$ cat config.mk
export PLATFORM = sky130hd
export DESIGN_NAME = or_lane_scheduler_flat
export DESIGN_NICKNAME = d
export VERILOG_FILES = /design/src/rtl/or_lane_pkg.sv /design/src/rtl/or_lane_scheduler_if.sv /design/src/rtl/rr_arbiter.sv /design/src/rtl/or_lane_scheduler.sv /design/src/flat_wrapper.sv
export SDC_FILE = /design/constraint.sdc
export NUM_CORES = 1
export LEC_CHECK = 0
export BUFFER_PORTS_ARGS = -buffer_cell sky130_fd_sc_hd__buf_2
export CAP_MARGIN = 10
export CORE_MARGIN = 10
export CORE_UTILIZATION = 50
export DETAILED_ROUTE_END_ITERATION = 8
export HOLD_SLACK_MARGIN = 0.15
export PLACE_DENSITY = 0.86
export REMOVE_ABC_BUFFERS = 1
export SYNTH_ARGS = -nofsm -noshare
export SYNTH_HDL_FRONTEND = slang
export SYNTH_HIERARCHICAL = 1
export SYNTH_SLANG_ARGS = --single-unit
$ cat constraint.sdc
create_clock -name clk -period 6.2 [get_ports clk]
set_input_delay 0.62 -clock clk [delete_from_list [all_inputs] [get_ports clk]]
set_output_delay 0.62 -clock clk [all_outputs]
set_load 0.02 [all_outputs]
$ cat src/rtl/or_lane_pkg.sv
// Shared types and constants for the OR lane scheduler.
package or_lane_pkg;

    typedef enum logic [1:0] {
        StIdle,
        StExec,
        StResp
    } state_e;

    // Wide enough for the largest supported datapath latency (7).
    localparam int unsigned CntW = 3;

    function automatic int unsigned clog2(input int unsigned n);
        int unsigned r;
        int unsigned v;
        r = 0;
        v = 1;
        while (v < n) begin
            v = v << 1;
            r++;
        end
        return r;
    endfunction

endpackage

$ cat src/rtl/or_lane_scheduler_if.sv
// Requester, shared-datapath and response signals of the OR lane scheduler.
interface or_lane_scheduler_if #(
    parameter int unsigned NREQ = 4,
    parameter int unsigned W    = 6,
    parameter int unsigned IDW  = 2
);
    logic [NREQ-1:0]   req;
    logic [NREQ*W-1:0] req_a;
    logic [NREQ*W-1:0] req_b;
    logic [NREQ-1:0]   gnt;
    logic [W-1:0]      dp_a;
    logic [W-1:0]      dp_b;
    logic              dp_vld;
    logic [W-1:0]      dp_res;
    logic              rsp_vld;
    logic              rsp_rdy;
    logic [IDW-1:0]    rsp_id;
    logic [W-1:0]      rsp_data;

    // Requesters plus the shared datapath, seen from outside the scheduler.
    modport master (
        output req, req_a, req_b, dp_res, rsp_rdy,
        input  gnt, dp_a, dp_b, dp_vld, rsp_vld, rsp_id, rsp_data
    );

    // The scheduler itself.
    modport slave (
        input  req, req_a, req_b, dp_res, rsp_rdy,
        output gnt, dp_a, dp_b, dp_vld, rsp_vld, rsp_id, rsp_data
    );
endinterface

$ cat src/rtl/rr_arbiter.sv
// Combinational round-robin arbiter: first set request at or above ptr, with wrap.
module rr_arbiter #(
    parameter int unsigned NREQ = 4,
    parameter int unsigned IDW  = 2
) (
    input  logic [NREQ-1:0] req,
    input  logic [IDW-1:0]  ptr,
    output logic [NREQ-1:0] gnt,
    output logic [IDW-1:0]  idx
);
    logic [NREQ-1:0] req_rot;
    logic            found;
    int unsigned     off;
    int unsigned     pos;

    // Rotate so ptr sits at bit 0, take the lowest set bit, rotate the index back.
    always_comb begin
        req_rot = '0;
        found   = 1'b0;
        off     = 0;
        pos     = 0;
        gnt     = '0;
        idx     = '0;
        for (int i = 0; i < NREQ; i++) begin
            req_rot[i] = req[(i + int'(ptr)) % NREQ];
        end
        for (int i = 0; i < NREQ; i++) begin
            if (!found && req_rot[i]) begin
                found = 1'b1;
                off   = i;
            end
        end
        if (found) begin
            pos      = (off + int'(ptr)) % NREQ;
            gnt[pos] = 1'b1;
            idx      = IDW'(pos);
        end
    end

endmodule

$ cat src/rtl/or_lane_scheduler.sv
// Round-robin scheduler sharing one fixed-latency OR lane datapath among NREQ requesters.
module or_lane_scheduler
    import or_lane_pkg::*;
#(
    parameter int unsigned NREQ = 4,
    parameter int unsigned W    = 6,
    parameter int unsigned LAT  = 2,
    parameter int unsigned IDW  = clog2(NREQ)
) (
    input logic               clk,
    input logic               rst_n,
    or_lane_scheduler_if.slave bus
);
    state_e          state_q, state_d;
    logic [CntW-1:0] cnt_q;
    logic [IDW-1:0]  rr_ptr_q;
    logic [W-1:0]    dp_a_q, dp_b_q, rsp_data_q;
    logic [IDW-1:0]  rsp_id_q;
    logic [NREQ-1:0] arb_gnt;
    logic [IDW-1:0]  arb_idx;
    logic [IDW-1:0]  ptr_nxt;
    logic            issue;

    rr_arbiter #(
        .NREQ (NREQ),
        .IDW  (IDW)
    ) u_arb (
        .req (bus.req),
        .ptr (rr_ptr_q),
        .gnt (arb_gnt),
        .idx (arb_idx)
    );

    assign issue   = (state_q == StIdle) && (|bus.req);
    assign ptr_nxt = (arb_idx == IDW'(NREQ - 1)) ? '0 : arb_idx + IDW'(1);

    // State register.
    always_ff @(posedge clk or negedge rst_n) begin
        if (!rst_n) begin
            state_q <= StIdle;
        end else begin
            state_q <= state_d;
        end
    end

    // Next state: one grant per pass, latency count in EXEC, hold RESP until accepted.
    always_comb begin
        state_d = state_q;
        unique case (state_q)
            StIdle:  if (|bus.req) state_d = StExec;
            StExec:  if (cnt_q == CntW'(1)) state_d = StResp;
            StResp:  if (bus.rsp_rdy) state_d = StIdle;
            default: state_d = StIdle;
        endcase
    end

    // Operand capture on grant, latency counter, result capture on the last EXEC cycle.
    always_ff @(posedge clk or negedge rst_n) begin
        if (!rst_n) begin
            cnt_q      <= '0;
            rr_ptr_q   <= '0;
            dp_a_q     <= '0;
            dp_b_q     <= '0;
            rsp_id_q   <= '0;
            rsp_data_q <= '0;
        end else begin
            if (issue) begin
                dp_a_q   <= bus.req_a[int'(arb_idx)*W +: W];
                dp_b_q   <= bus.req_b[int'(arb_idx)*W +: W];
                rsp_id_q <= arb_idx;
                rr_ptr_q <= ptr_nxt;
                cnt_q    <= CntW'(LAT);
            end
            if (state_q == StExec) begin
                cnt_q <= cnt_q - CntW'(1);
                if (cnt_q == CntW'(1)) begin
                    rsp_data_q <= bus.dp_res;
                end
            end
        end
    end

    // Outputs: grant only while idle, issue strobe on the first EXEC cycle (cnt still full).
    always_comb begin
        bus.gnt      = (state_q == StIdle) ? arb_gnt : '0;
        bus.dp_vld   = (state_q == StExec) && (cnt_q == CntW'(LAT));
        bus.rsp_vld  = (state_q == StResp);
        bus.dp_a     = dp_a_q;
        bus.dp_b     = dp_b_q;
        bus.rsp_id   = rsp_id_q;
        bus.rsp_data = rsp_data_q;
    end

endmodule

$ cat src/flat_wrapper.sv
// flat-port wrapper written by rule: the top's interface ports become plain ports
module or_lane_scheduler_flat import or_lane_pkg::*;
#(
    parameter int unsigned NREQ = 4,
    parameter int unsigned W    = 6,
    parameter int unsigned LAT  = 2,
    parameter int unsigned IDW  = clog2(NREQ)
)
  (clk, rst_n, bus_req, bus_req_a, bus_req_b, bus_dp_res, bus_rsp_rdy, bus_gnt, bus_dp_a, bus_dp_b, bus_dp_vld, bus_rsp_vld, bus_rsp_id, bus_rsp_data);
  or_lane_scheduler_if #(.NREQ(NREQ), .W(W), .IDW(IDW)) bus_i ();
  input logic clk;
  input logic rst_n;
  input wire logic [$bits(bus_i.req)-1:0] bus_req;
  input wire logic [$bits(bus_i.req_a)-1:0] bus_req_a;
  input wire logic [$bits(bus_i.req_b)-1:0] bus_req_b;
  input wire logic [$bits(bus_i.dp_res)-1:0] bus_dp_res;
  input wire logic [$bits(bus_i.rsp_rdy)-1:0] bus_rsp_rdy;
  output wire logic [$bits(bus_i.gnt)-1:0] bus_gnt;
  output wire logic [$bits(bus_i.dp_a)-1:0] bus_dp_a;
  output wire logic [$bits(bus_i.dp_b)-1:0] bus_dp_b;
  output wire logic [$bits(bus_i.dp_vld)-1:0] bus_dp_vld;
  output wire logic [$bits(bus_i.rsp_vld)-1:0] bus_rsp_vld;
  output wire logic [$bits(bus_i.rsp_id)-1:0] bus_rsp_id;
  output wire logic [$bits(bus_i.rsp_data)-1:0] bus_rsp_data;
  assign bus_i.req = bus_req;
  assign bus_i.req_a = bus_req_a;
  assign bus_i.req_b = bus_req_b;
  assign bus_i.dp_res = bus_dp_res;
  assign bus_i.rsp_rdy = bus_rsp_rdy;
  assign bus_gnt = bus_i.gnt;
  assign bus_dp_a = bus_i.dp_a;
  assign bus_dp_b = bus_i.dp_b;
  assign bus_dp_vld = bus_i.dp_vld;
  assign bus_rsp_vld = bus_i.rsp_vld;
  assign bus_rsp_id = bus_i.rsp_id;
  assign bus_rsp_data = bus_i.rsp_data;
  or_lane_scheduler #(.NREQ(NREQ), .W(W), .LAT(LAT), .IDW(IDW)) u_core (.clk(clk), .rst_n(rst_n), .bus(bus_i));
endmodule
==> results by group <==
Die
  • Height of the chip: 79.6 um
  • Core Area: between 3000 and 4000 um^2
  • # IOs: between 80 and 90
  • Site Rows: 21
  • Die Span X: roughly 80 um
  • Die ar.: about 6300 um^2
  • Starting Density: about 52%

STA
  • Max-slew violation count: 0
  • Fin crit share: a little under three fifths
  • Final Hold Fails: 0
  • Slew @ Worst Pin: between 0.8 and 0.9 ns
  • Final-report setup violation count: 0
  • Post-layout worst setup margin: 2.68 ns
  • Final TNS setup: 0 ns
  • RSZ-0062 raised after global routing: false
  • Relative max-transition margin: between 40% and 50%
  • Fmax: between 200 and 300 MHz
  • Worst-case clock skew: about 0.0075 ns
  • Min cycle time layout: around 3.5 ns

Routing
  • DR vias: roughly 1.4k
  • Vias per cell: between 5 and 6
  • Final WL: between 4000 and 5000 um
  • Initial DRC count: between 60 and 70
  • DRT Pass-1 Iters: 4
  • Post-route ant nets: 0
  • DR WL/cell: 16.2 um
  • DRC Markers: 0

Outcome
  • Status: completed

Global route
  • Largest net degree at the start of global routing: 28
  • Global-route wire length before repair: 6900 um
  • Grt ovf: 0
  • Gr usage total: a little over an eighth
  • Vias in the first global route: ~1.5k
  • Initial antenna violation count: 0

Power and ir drop
  • Combinational share of power: about 68%
  • Pint: between 700 and 800 uW
  • Worst-case vdd ir drop: 256 uV
  • Net Switching: around 540 uW
  • Clock share of power: ~5.7%
  • Final Total Pwr: roughly 1300 uW
  • Reg power frac: a little over a quarter
  • Net Sw Frac: a little over two fifths
  • Pwr dens: approximately 570 nW/um^2
  • Leakage: approximately 0.0011 uW

Job
  • Maxcap violations: 0

CTS
  • H-Tree Depth: 1
  • Clock sink total: 27
  • Hold Buf Count CTS: 0
  • Root Driver: clkbuf_4
  • CTS tree: done
  • CTS Buf Count: 3
  • Number of buffers inserted by post-CTS setup repair: 0
  • Worst-Skew Late Latency: roughly 0.32 ns
  • Clock slew at reported path FFs: 0.14 ns
  • Max clock buf depth: 2
  • CTS resizes: 0

Layout
  • Design area: between 2000 and 2500 um^2
  • Share of layout cells above drive strength 1: slightly below 60%
  • # diodes: 0
  • Area grow syn2layout: 26.2%
  • Layout net count: ~290

Synth
  • Post-synth top area share: 38.0%
  • Synth Cell Area: between 1500 and 2000 um^2
  • Synth Register Bits: 27
  • Syn Area/Cell: around 13 um^2
  • Top cells by count, synth: dfrtp_1, mux2_2, mux2_4
  • Count leader, synth: dfrtp_1
  • Ys Warns: 6
  • Fraction of registers with async set/reset: between 90% and 100%
  • Sequential share of the synthesized area: a little under two fifths
  • Cell accounting for the most synthesized area: dfrtp_1
  • Yosys cell types: 40
  • Count of flip-flops with a built-in enable after synthesis: 0
  • Synthesized netlist cell count: about 140
  • Area contributors post-synth: dfrtp_1, mux4_2, mux2_2
  • Main flop type after synthesis: dfrtp_1

Placed design
  • Placed cell area: approximately 2200 um^2
  • Dpl hpwl: between 3000 and 4000 um
  • GP Congestion: 0.750
  • Dpl ws: between 2 and 3 ns
  • Port Buffer Count: 86

Setup path
  • Worst EP arrival: slightly below 3 ns
  • Critical path class: reg -> out
  • Reg2Reg Depth: 7
  • Crit. End Element: output port
  • Startpoint Class: register
  • CP Data Required Time: around 5.6 ns
  • R2r setup slk: 3.22 ns
  • CP Max Fanout: 17

Worst hold path
  • Hold Crit Class: in -> async
[layout make-up]
class	count	area [um^2]
fillers	271	1140
multi-input cells	98	1030
flip-flops and latches	27	676
repair buffers	87	438
well taps	46	57.6
clock buffers	3	22.5
inverters	4	15.0
clock inverters	1	5.00
[critical path, cell delays in order, from the launching register on]
cell and delay [ns]:
dfrtp_1 0.55, nor3_1 0.11, a31oi_1 0.17, o211ai_1 0.11, ha_1 0.32, and2b_1 0.68
nand2_1 0.16, mux2i_1 0.18, and2_1 0.15, buf_2 0.16
[cell usage in the layout (no fill, tap or decap), drive strengths merged]
cell	n
a21oi	1
xor2	1
and2	4
buf	87
inv	4
nor2	7
a2bb2oi	1
xnor2	1
o211ai	2
or3	1
mux4	12
mux2	23
nor3	3
nor3b	3
nand3b	1
dfrtp	27
clkbuf	3
a21o	2
mux2i	4
nor4	3
nand2b	5
nor2b	2
o21a	2
and2b	2
o21ai	2
clkinv	1
ha	5
o22ai	1
a31oi	1
o311ai	1
nand2	8
[logic make-up (layout without fill, tap and decap cells)]
group	after synthesis	after routing	synth area share (%)
compound gates	13	13	6.05
buf+inv	12	95	4.29
xor+xnor	2	2	0.985
fa+ha+maj	5	5	3.52
mux	39	39	34.8
flops	27	27	38.0
simple gates	39	39	12.4
[registers in the layout, indices dropped and copies added (netlist names)]
register and count:
u_core/bus.rsp_id 2, u_core/cnt_q 3, u_core/rr_ptr_q 2, u_core/bus.dp_b 6
u_core/bus.dp_a 6, u_core/bus.rsp_data 6, u_core/state_q 2
[final timing paths]
path                                             start                     end
worst max-delay path                u_core/rr_ptr_q[0]              bus_gnt[1]
worst min-delay path                             rst_n       u_core/state_q[1]
worst max register to register      u_core/rr_ptr_q[0]      u_core/bus.dp_b[3]
worst min register to register  u_core/bus.rsp_data[5]  u_core/bus.rsp_data[5]
max in group asynchronous                        rst_n      u_core/bus.dp_a[0]
min in group clk                u_core/bus.rsp_data[5]  u_core/bus.rsp_data[5]
[power groups by stage]
stage	logic, uW	clock network, uW	registers, uW
CTS	879	76.2	338
detailed placement	879	0	341
global route	948	82.8	352
floorplan	582	0	414
global placement	851	0	336
finish	868	73.2	337
[per-stage QoR]
step | std cells | hold slack (ns) | utilization, %
4_1_cts | 266 | 0.278 | 66.2
3_5_place_dp | 262 | 0.490 | 65.4
6_report | 266 | 0.269 | 66.2
5_1_grt | 266 | 0.299 | 66.2
3_3_place_gp | 262 | 0.483 | 65.4
2_1_floorplan | 129 | 0.324 | -
[per-layer routing]
layer | part of all wire [%] | track usage, % | vias up
met5 | 0 | 0 | -
li1 | - | - | 674
met3 | 7.6 | 5.07 | 6
met4 | 2.3 | 5.20 | 0
met1 | 36 | 13.2 | 667
met2 | 54 | 24.9 | 45
(Power assumes the default switching activity.)
